### config.mk
export PLATFORM = sky130hd
export DESIGN_NAME = myproject_sdiv_26s_16s_11_seq
export DESIGN_NICKNAME = d
export VERILOG_FILES = /design/src/rtl/myproject_sdiv_26s_16s_11_seq.sv
export SDC_FILE = /design/constraint.sdc
export NUM_CORES = 1
export LEC_CHECK = 0
export BUFFER_PORTS_ARGS = -buffer_cell sky130_fd_sc_hd__clkbuf_2
export CAP_MARGIN = 20
export CORE_ASPECT_RATIO = 0.6
export CORE_MARGIN = 2
export CORE_UTILIZATION = 51
export CTS_BUF_LIST = sky130_fd_sc_hd__clkbuf_16
export DETAILED_ROUTE_END_ITERATION = 7
export PLACE_DENSITY = 0.74
export SYNTH_ARGS = -nofsm -noshare
export SYNTH_HDL_FRONTEND = slang
export SYNTH_SLANG_ARGS = --single-unit
### constraint.sdc
create_clock -name ap_clk -period 2.6 [get_ports ap_clk]
set_clock_uncertainty 0.2 [all_clocks]
set_input_delay 0 -clock ap_clk [delete_from_list [all_inputs] [get_ports ap_clk]]
set_output_delay 0 -clock ap_clk [all_outputs]
set_load 0.01 [all_outputs]
### src/rtl/myproject_sdiv_26s_16s_11_seq.sv
// Sequential signed restoring divider: 26-bit signed dividend / 16-bit signed divisor,
// one quotient bit per cycle, saturating 11-bit signed quotient, dividend-signed remainder.
module myproject_sdiv_26s_16s_11_seq #(
    parameter int unsigned DIVIDEND_W = 26,
    parameter int unsigned DIVISOR_W  = 16,
    parameter int unsigned QUOT_W     = 11
) (
    input  logic                  ap_clk,
    input  logic                  ap_rst_n,
    input  logic                  in_vld,
    output logic                  in_rdy,
    input  logic [DIVIDEND_W-1:0] dividend,
    input  logic [DIVISOR_W-1:0]  divisor,
    output logic                  out_vld,
    input  logic                  out_rdy,
    output logic [QUOT_W-1:0]     quot,
    output logic [DIVISOR_W-1:0]  rem,
    output logic                  ovf,
    output logic                  div0
);

    localparam int unsigned CNT_W  = $clog2(DIVIDEND_W);
    localparam int unsigned PART_W = DIVISOR_W + 1;

    localparam logic [DIVIDEND_W-1:0] QMAX_MAG = DIVIDEND_W'((2 ** (QUOT_W - 1)) - 1);
    localparam logic [DIVIDEND_W-1:0] QMIN_MAG = DIVIDEND_W'(2 ** (QUOT_W - 1));
    localparam logic [QUOT_W-1:0]     QPOS_SAT = {1'b0, {(QUOT_W - 1){1'b1}}};
    localparam logic [QUOT_W-1:0]     QNEG_SAT = {1'b1, {(QUOT_W - 1){1'b0}}};

    typedef enum logic [1:0] {
        IDLE = 2'd0,
        CALC = 2'd1,
        FIX  = 2'd2,
        DONE = 2'd3
    } state_t;

    state_t                  state_q,   state_d;
    logic                    in_rdy_q,  in_rdy_d;
    logic                    out_vld_q, out_vld_d;
    logic [DIVIDEND_W-1:0]   dvd_q,     dvd_d;
    logic [DIVISOR_W-1:0]    dvs_q,     dvs_d;
    logic [PART_W-1:0]       part_q,    part_d;
    logic [CNT_W-1:0]        cnt_q,     cnt_d;
    logic                    sgn_dvd_q, sgn_dvd_d;
    logic                    sgn_dvs_q, sgn_dvs_d;
    logic [QUOT_W-1:0]       quot_q,    quot_d;
    logic [DIVISOR_W-1:0]    rem_q,     rem_d;
    logic                    ovf_q,     ovf_d;
    logic                    div0_q,    div0_d;

    logic [PART_W-1:0]       part_sh;
    logic [PART_W-1:0]       part_sub;
    logic                    q_neg;

    // State and datapath registers; reset discards any in-flight operation.
    always_ff @(posedge ap_clk or negedge ap_rst_n) begin
        if (!ap_rst_n) begin
            state_q   <= IDLE;
            in_rdy_q  <= 1'b1;
            out_vld_q <= 1'b0;
            dvd_q     <= '0;
            dvs_q     <= '0;
            part_q    <= '0;
            cnt_q     <= '0;
            sgn_dvd_q <= 1'b0;
            sgn_dvs_q <= 1'b0;
            quot_q    <= '0;
            rem_q     <= '0;
            ovf_q     <= 1'b0;
            div0_q    <= 1'b0;
        end else begin
            state_q   <= state_d;
            in_rdy_q  <= in_rdy_d;
            out_vld_q <= out_vld_d;
            dvd_q     <= dvd_d;
            dvs_q     <= dvs_d;
            part_q    <= part_d;
            cnt_q     <= cnt_d;
            sgn_dvd_q <= sgn_dvd_d;
            sgn_dvs_q <= sgn_dvs_d;
            quot_q    <= quot_d;
            rem_q     <= rem_d;
            ovf_q     <= ovf_d;
            div0_q    <= div0_d;
        end
    end

    // Next-state, restoring-division step and result formatting.
    always_comb begin
        state_d   = state_q;
        dvd_d     = dvd_q;
        dvs_d     = dvs_q;
        part_d    = part_q;
        cnt_d     = cnt_q;
        sgn_dvd_d = sgn_dvd_q;
        sgn_dvs_d = sgn_dvs_q;
        quot_d    = quot_q;
        rem_d     = rem_q;
        ovf_d     = ovf_q;
        div0_d    = div0_q;

        // Stored partial is always below |divisor|, so its top bit is zero before the shift.
        part_sh  = PART_W'({part_q, dvd_q[DIVIDEND_W-1]});
        part_sub = part_sh - {1'b0, dvs_q};
        q_neg    = sgn_dvd_q ^ sgn_dvs_q;

        case (state_q)
            IDLE: begin
                if (in_vld && in_rdy_q) begin
                    dvd_d     = dividend[DIVIDEND_W-1] ? (~dividend + DIVIDEND_W'(1)) : dividend;
                    dvs_d     = divisor[DIVISOR_W-1] ? (~divisor + DIVISOR_W'(1)) : divisor;
                    sgn_dvd_d = dividend[DIVIDEND_W-1];
                    sgn_dvs_d = divisor[DIVISOR_W-1];
                    part_d    = '0;
                    cnt_d     = '0;
                    state_d   = (divisor == '0) ? FIX : CALC;
                end
            end
            CALC: begin
                // Dividend register shifts out numerator bits and shifts in quotient bits.
                if (part_sh >= {1'b0, dvs_q}) begin
                    part_d = part_sub;
                    dvd_d  = {dvd_q[DIVIDEND_W-2:0], 1'b1};
                end else begin
                    part_d = part_sh;
                    dvd_d  = {dvd_q[DIVIDEND_W-2:0], 1'b0};
                end
                cnt_d = cnt_q + CNT_W'(1);
                if (cnt_q == CNT_W'(DIVIDEND_W - 1)) begin
                    state_d = FIX;
                end
            end
            FIX: begin
                state_d = DONE;
                if (dvs_q == '0) begin
                    div0_d = 1'b1;
                    ovf_d  = 1'b0;
                    rem_d  = '0;
                    quot_d = sgn_dvd_q ? QNEG_SAT : QPOS_SAT;
                end else begin
                    div0_d = 1'b0;
                    rem_d  = sgn_dvd_q ? (~part_q[DIVISOR_W-1:0] + DIVISOR_W'(1))
                                       : part_q[DIVISOR_W-1:0];
                    if (!q_neg) begin
                        ovf_d  = (dvd_q > QMAX_MAG);
                        quot_d = (dvd_q > QMAX_MAG) ? QPOS_SAT : dvd_q[QUOT_W-1:0];
                    end else begin
                        ovf_d  = (dvd_q > QMIN_MAG);
                        quot_d = (dvd_q > QMIN_MAG) ? QNEG_SAT
                                                    : (~dvd_q[QUOT_W-1:0] + QUOT_W'(1));
                    end
                end
            end
            DONE: begin
                if (out_rdy) begin
                    state_d = IDLE;
                end
            end
            default: begin
                state_d = IDLE;
            end
        endcase

        in_rdy_d  = (state_d == IDLE);
        out_vld_d = (state_d == DONE);
    end

    assign in_rdy  = in_rdy_q;
    assign out_vld = out_vld_q;
    assign quot    = quot_q;
    assign rem     = rem_q;
    assign ovf     = ovf_q;
    assign div0    = div0_q;

endmodule
==> After elaboration in Yosys (flattened, before gate mapping) <==
Index checks and enable logic that the tools add are counted.
{ "totals": {"memories": 0, "latch_bits": 0, "romBits": 0, "elab_cells": 66, "in_bits": 46, "ff_bits": 98, "ram_bits": 0, "out_inout_bits": 31} }
{ "op_classes": {"eq_ne": 6, "bitwise_logic": 5, "muxes": 25, "add_sub_neg": 6, "n_mul": 0, "order_cmp": 3, "shift": 0, "div": 0, "n_reduce_logical": 8} }
{ "ops": {"columns": ["operator", "n"], "rows": [
  ["$mux 16", 5],
  ["$mux 11", 5],
  ["$mux 26", 2],
  ["$pmux 26 s2", 1],
  ["$add 16x1->16 const B", 2],
  ["$logic_not 16->1", 2],
  ["$not 16->16", 2],
  ["$pmux 16 s2", 1],
  ["$add 26x1->26 const B", 1],
  ["$gt 26x10->1 const B", 1],
  ["$gt 26x11->1 const B", 1],
  ["$not 26->26", 1],
  ["$ge 17x16->1", 1],
  ["$sub 16x16->16", 1],
  ["$add 11x1->11 const B", 1],
  ["$not 11->11", 1],
  ["$pmux 5 s2", 1],
  ["$mux 2", 4],
  ["$pmux 2 s4", 1],
  ["$eq 2x2->1 const B", 3],
  ["$add 5x1->5 const B", 1],
  ["$eq 5x5->1 const B", 1],
  ["$mux 5", 1],
  ["$logic_not 2->1", 2],
  ["other kinds (7)", 11]
]} }

==> Logic depth before layout (Yosys ltp) <==
Gate-level depths: netlist of run 1.
{ "logic_depth": {"ltp_word": 5, "depth_mapped": 11, "mapped_depth_nobuf": 11} }

==> Least setup slack after synthesis of run 1 <==
No wires, ideal clock.
{ "synth_path": {"path_type": "flip-flop to flip-flop", "from": "register part_q[3]", "to": "register part_q[11]", "setup_ns": 0.130, "t_required_ns": 2.270, "arrival_ns": 2.193, "path_buffers": 2, "path_stages_with_launch": 10, "synth_period_minus_slack_ns": 2.523, "setup_slack_ns": 0.077, "path_cell_list": "dfrtp_1 ha_1 a21oi_1 o211ai_2 a221oi_2 a41o_1 buf_4 buf_6 mux2i_1 o21ai_1"} }
{ "synth_between": {"elab_chain_len": 3, "word_cells_on_any_way": 4, "classes_between": "add/sub (1); order compare (1); mux (2)"} }
{ "synth_rtl": {"columns": ["element", "line", "rtl"], "rows": [
  ["start, declared", "42", "logic [PART_W-1:0] part_q, part_d;"],
  ["start signal, assigned", "77", "part_q <= part_d;"],
  ["$sub 16x16->16 / $ge 17x16->1 (equally long branches)", "104, 121", null],
  ["$mux 16 (*)", "121", "if (part_sh >= {1'b0, dvs_q}) begin"],
  ["$pmux 16 s2 (*)", "107", "case (state_q)"]
]} }
Mark *: on every way between the ends. The rest lies on a longest branch, timed or not.
A chain may end at the register's enable or synchronous reset.

==> Final worst setup path of run 1 <==
{ "layout_path": {"from": "register part_q[0]", "to": "register part_q[5]"} }
The elaborated chain is that of the path after synthesis.

==> metrics, run 1 <==
Pint 6.212 mW; clk_lat worst skew roughly 0.34 ns; share of cells above drive strength 1 21.25%; crit-path max FO 7; htree depth 3; Max transition margin 55.48%; Sequential Power Share 25.4%; final setup fails 0; Placed Cells 970; Top Ports 77; worst-path cell chain ha_4 > nor2b_1 > o21ai_2 > o211ai_2 > a221oi_4 > a41o_4 > buf_12 > mux2i_2 > o21ai_1; Max Fclk 391.4 MHz; CP required 2.63 ns; die area 0.01314 sq mm; Pre-antenna DRT Iters 5; Max Transition Viols Final 0; post-route ant nets 0; global placer's final weighted congestion 0.9093; static leakage 3.683 nW; post-DR vias/cell 5.856; worst r2r src part_q[0]$_DFFE_PN0P_; Buffers on Ports 76; Worst Setup SP part_q[0]$_DFFE_PN0P_; Tot Pwr 11.13 mW; CTS root buf clkbuf_16; Routed Wire Length 18.66 mm; fin worst setup slack between 0.04 and 0.05 ns; Final min period 2.555 ns; post-synthesis cell type count 58; combinational share of power between 60% and 70%; first-pass GRT wire length 29.78 mm; worst hold slack between 0.01 and 0.015 ns; Setup Slack @ Placement -0.08374 ns; maximum vdd drop roughly 0.63 mV; Tcrit/Tclk final 98.28%; final hold viol count 0; number of diodes 0; register area share after synthesis 39.40%; Mapped Cells 714; chip height 89.59 microns; Synth Area per Inst just under 9 sq um; gr usage total approximately 29%; CTS tree yes; Slowest cell on crit path dfrtp_1; Arrival @ worst endpoint roughly 2.6 ns; min-delay worst type input pin to flip-flop; Placement Cell Area 0.007089 sq mm; Vias 6201; crit end category flip-flop; largest net degree at the start of global routing 53; clock buffer depth 2; number of flops mapped to enable cells by yosys 0; CP startpoint kind flip-flop; CTS sink cnt between 90 and 100; Area growth syn-to-layout 33.51%; initial DRC count 478; final HPWL from detailed placement 12.74 mm; Ys Warns 0; crit path kind flip-flop to flip-flop; Net Sw Power 4.921 mW; FP Rows 31; fill cell count roughly 940; Worst Tran Pin Value 0.6678 ns; Die Width 146.7 microns; initial antenna violation count 0; Final Non-Filler Cells 1059; Clock Pin Slew Worst Setup and Hold Paths 0.07 ns; status completed; Top FF cell, synth dfrtp_1; CTS Buf Count 9; hold_sp dividend[17]; GRT overflow 0; vias in the first global route 5793; Power per Cell Area 1339 mW/mm^2; NumNets Final 959; syn nets 783; ys async rst share 100.0%; final instance area 0.008314 sq mm; core area approximately 0.012 sq mm; Yosys reg bits slightly below 100; RSZ-0062 raised after global routing true; switch share 44.20%; Clk network pwr share 12.6%; wire length per cell about 18 microns; mapped cell area between 0.006 and 0.007 sq mm; DR DRC count 0; max incr delay on CP 0.44 ns; Starting Density between 50% and 60%; Max Cap Viol 0
-- final timing paths --
kind / endpoint / slack [ns] / cells past startpoint
max in group asynchronous: in_rdy$_DFF_PN1_ / 1.43 / 3
hold reg to reg: rem[13]$_DFFE_PN0N_ / 0.29 / 2
hold / removal: dvd_q[18]$_DFFE_PN0P_ / 0.01 / 5
setup reg to reg: part_q[5]$_DFFE_PN0P_ / 0.04 / 9
setup / recovery: part_q[5]$_DFFE_PN0P_ / 0.04 / 9
min in group asynchronous: quot[6]$_DFFE_PN0N_ / 0.03 / 2
-- per-layer routing --
metal	wire length (microns)	part of all wire (%)	track usage, %
met1	8846	47	42.56
met2	8004	43	45.16
met3	1552	8.3	4.343
met4	255	1.4	6.355
met5	0	0	0
-- sequential cells by signal, indices dropped and copies added, names as in the netlist --
name / count
dvs_q: 16
div0: 1
dvd_q: 26
out_vld: 1
ovf: 1
in_rdy: 1
state_q: 2
part_q: 16
sgn_dvs_q: 1
quot: 11
sgn_dvd_q: 1
cnt_q: 5
rem: 16
-- power groups by stage --
stage                     Clock, mW  Combinational [mW]  Sequential (mW)
after floorplan                   0                3.85             2.76
after global placement            0                5.71             2.76
after detailed placement          0                5.84             2.81
after CTS                      1.42                6.07             2.79
after global routing           1.48                7.49             2.90
final                          1.40                6.90             2.83
-- final cells by class --
type                       count  area [sq um]  share of cell area [%]
multi-input combinational    548          3692                   44.41
inverter                      31         116.4                   1.400
tap                          165         206.4                   2.483
timing repair buffer         202          1538                   18.50
sequential                    98          2455                   29.53
clock buffer                   9         225.2                   2.709
clock inverter                 6         81.33                  0.9782
-- Yosys cell counts (3+ instances only) --
cell type  count  area share, %
dfrtp_1       97             39
o21ai_0       81            6.5
nand2_1       68            4.1
a21oi_1       41            3.3
xor2_1        35            4.9
nand3_1       33            2.7
nor2_1        32            1.9
inv_1         31            1.9
clkbuf_1      28            1.7
xnor2_1       28            3.9
o21ai_1       26            2.1
a22oi_1       23            2.8
ha_1          22            4.4
o31ai_1       19            2.3
nor3_1        15            1.2
a22o_1        13            1.8
nand2b_1      13            1.3
mux2i_1       11            1.8
or3_1         10            1.0
nor4_1         9           0.90
nand4_1        7           0.70
nor2b_1        6           0.60
o211ai_1       6           0.72
or4_1          5           0.60
a21boi_0       4           0.48
buf_1          4           0.24
o41ai_1        4           0.56
buf_2          3           0.24
o21a_1         3           0.36
-- per-stage QoR --
| step | TNS (ns) | utilization [%] |
|---|---|---|
| floorplan | 0 | - |
| global placement | 0 | 59.06 |
| detailed placement | -0.9179 | 59.15 |
| CTS | 0 | 67.33 |
| global route | -0.1727 | 69.37 |
| finish | 0 | 69.37 |
-- critical path, delay by kind of cell (launching register included) --
| kind | cells | cell delay [ns] |
|---|---|---|
| buffers and inverters | 1 | 0.15 |
| adder cells (fa/ha/maj) | 1 | 0.27 |
| flip-flops | 1 | 0.44 |
| multiplexers | 1 | 0.20 |
| AO/OA/AOI/OAI | 5 | 1.04 |
| AND/OR/NAND/NOR | 1 | 0.14 |
-- cells in the final DEF (no fill, tap or decap), types with 30 or more instances in the layout --
master         instances
xor2_1                35
clkbuf_2              75
a21oi_1               36
nor2_1                32
o21ai_0               77
dfrtp_1               96
dlygate4sd3_1         65
nand3_1               31
nand2_1               68
buf_4                 58
inv_1                 30
-- repair_timing --
item	in CTS	in global routing
hold endpoints to repair	107	0
endpoints found under the setup margin	16	26
setup buffers	1	6
gates resized for setup	7	33
pin swaps	2	11
gates cloned	0	1
hold buffers	65	0
-- kinds of logic after synthesis --
group           Yosys count  share of synthesized area, %
simple gates            211                         16.78
mux                      11                         1.768
buf+inv                  68                         4.340
xor+xnor                 63                         8.861
flops                    98                         39.40
fa+ha+maj                23                         4.742
compound gates          240                         24.11
Power figures use the tool's default switching activity.
==> run 2: changes to the inputs <==
--- a/config.mk
+++ b/config.mk
@@ -11,8 +11,10 @@
 export CORE_MARGIN = 2
 export CORE_UTILIZATION = 51
 export CTS_BUF_LIST = sky130_fd_sc_hd__clkbuf_16
+export CTS_CLUSTER_SIZE = 28
 export DETAILED_ROUTE_END_ITERATION = 7
 export PLACE_DENSITY = 0.74
+export REMOVE_ABC_BUFFERS = 1
 export SYNTH_ARGS = -nofsm -noshare
 export SYNTH_HDL_FRONTEND = slang
 export SYNTH_SLANG_ARGS = --single-unit
==> constraint.sdc (replaced) <==
create_clock -name ap_clk -period 2.1 [get_ports ap_clk]
set_clock_uncertainty 0.2 [all_clocks]
set_input_delay 0 -clock ap_clk [delete_from_list [all_inputs] [get_ports ap_clk]]
set_output_delay 0 -clock ap_clk [all_outputs]
set_load 0.01 [all_outputs]
==> metrics, run 2 (synthesis gave the netlist of run 1 again) <==
status complete, but fails checks; failing checks setup timing; Starting Density 51.96% (unchanged); Arrival @ worst endpoint 2.55 ns (-0.03 ns); maximum vdd drop 1.064 mV (+68%); min-delay worst type input pin to flip-flop; htree depth 3 (unchanged); Tot Pwr 16.09 mW (+44%); Max transition margin 44.86% (-11 points); fin worst setup slack -0.4150 ns (-0.4598 ns); total negative slack -7.218 ns (-7.218 ns); first-pass GRT wire length 33.82 mm (+14%); Die Width 146.7 microns (unchanged); fill cell count 715 (-24%); Placement Cell Area 0.007719 sq mm (+8.9%); final instance area 0.009490 sq mm (+14%); post-route ant nets 0 (unchanged); Top Ports 77 (unchanged); Final min period 2.515 ns (-0.04016 ns); final setup fails 31 (+31); global placer's final weighted congestion 0.8986 (-1.2%); chip height 89.59 microns (unchanged); CTS sink cnt 98 (unchanged); crit end category flip-flop; die area 0.01314 sq mm (unchanged); CP top delay family compound AO/OA/AOI/OAI gates; clock buffer depth 2 (unchanged); Buffers on Ports 76 (unchanged); commonest non-fill, non-tap cells in the layout buf_4, dfrtp_1, clkbuf_2; Slowest cell on crit path dfrtp_1; Final Non-Filler Cells 1153 (+8.9%); gr usage total 32.72% (+4.0 points); initial antenna violation count 0 (unchanged); largest net degree at the start of global routing 39 (-26%); final HPWL from detailed placement 13.87 mm (+8.9%); RSZ-0062 raised after global routing true; Pre-antenna DRT Iters 5 (unchanged); Clock Pin Slew Worst Setup and Hold Paths 0.07 ns (about the same); commonest non-fill, non-tap cell in the layout buf_4; vias in the first global route 6679 (+15%); number of diodes 0 (unchanged); NumNets Final 1053 (+9.8%); Routed Wire Length 22.15 mm (+19%); wire length per cell 19.21 microns (+9.0%); most flop-heavy register dvd_q; Vias 6895 (+11%); Max Cap Viol 0 (unchanged); core area 0.01199 sq mm (unchanged); CTS Buf Count 9 (unchanged); crit path kind flip-flop to flip-flop; FP Rows 31 (unchanged); static leakage 4.227 nW (+15%); max incr delay on CP 0.38 ns (-0.06 ns); Worst Tran Pin Value 0.8231 ns (+0.1553 ns); DR DRC count 0 (unchanged); final hold viol count 0 (unchanged); Max Fclk 397.6 MHz (+1.6%); Tcrit/Tclk final 119.8% (+21 points); post-DR vias/cell 5.980 (+2.1%); Power per Cell Area 1695 mW/mm^2 (+27%); CP startpoint kind flip-flop; max FFs per register 26 (unchanged); share of cells above drive strength 1 35.12% (+14 points); crit-path most repeated cell inv_1; GRT overflow 0 (unchanged); crit path buf inv count 2 (+1); Max Transition Viols Final 0 (unchanged); Placed Cells 1051 (+8.4%); CP required 2.13 ns (-0.50 ns); CTS tree yes; CTS root buf clkbuf_16; crit-path max FO 3 (-4); clk_lat worst skew 0.35 ns (about the same); initial DRC count 588 (+23%); Area growth syn-to-layout 52.40%; worst hold slack 0.03748 ns (+0.02257 ns); worst-path cell chain inv_1 > ha_2 > inv_1 > fa_2 > a21oi_2 > o221ai_1 > a21oi_1 > o21ai_1 > xor2_1 > mux2i_1 > o21ai_0
-- run 2: area by class of cell --
cell class / instances / area [sq um] / share of cell area (%)
Clock buffer: 9 / 225.2 / 2.373
Timing Repair Buffer: 296 / 2344 / 24.69
Clock inverter: 6 / 43.79 / 0.4614
Tap cell: 165 / 206.4 / 2.175
Sequential cell: 98 / 2454 / 25.85
Inverter: 31 / 126.4 / 1.332
Multi-Input combinational cell: 548 / 4091 / 43.11
-- run 2: worst paths after layout --
check,from,endpoint,slack [ns],cells past startpoint
min in group asynchronous,ap_rst_n,dvd_q[20]$_DFFE_PN0P_,0.47,3
setup reg to reg,dvd_q[25]$_DFFE_PN0P_,part_q[10]$_DFFE_PN0P_,-0.42,11
setup / recovery,dvd_q[25]$_DFFE_PN0P_,part_q[10]$_DFFE_PN0P_,-0.42,11
max in group asynchronous,ap_rst_n,dvd_q[16]$_DFFE_PN0P_,0.19,4
hold / removal,divisor[1],dvs_q[1]$_DFFE_PN0P_,0.04,5
hold reg to reg,rem[0]$_DFFE_PN0N_,rem[0]$_DFFE_PN0N_,0.29,2
-- run 2: routing by layer --
layer  share of wire, %  GRT usage (%)
met1                 43          45.28
met2                 46          53.52
met3                8.3          6.465
met4                2.2          9.091
met5                  0              0
-- run 2: where the power goes --
| group | internal [mW] | switching (mW) |
|---|---|---|
| clock network | 0.800 | 0.764 |
| registers | 2.71 | 0.764 |
| logic | 5.49 | 5.56 |
-- run 2: stage by stage --
stage	utilization [%]	setup WS, ns
floorplan	-	-1.061
CTS	75.44	-0.4177
finish	79.18	-0.4150
global placement	64.40	-0.4026
detailed placement	64.40	-0.4684
global route	79.18	-0.5521
-- run 2: repair_timing --
item	CTS	global route
endpoints found under the hold margin	146	0
hold buffers	58	0
setup endpoints to repair	41	56
pin swaps	36	44
cloned	2	4
buffers inserted	15	12
resized for setup	74	79
-- run 2: worst min-delay path, stage by stage --
cell	delay, ns
clkbuf_2	0.10
inv_1	0.05
ha_1	0.13
mux2i_1	0.09
o21ai_0	0.17
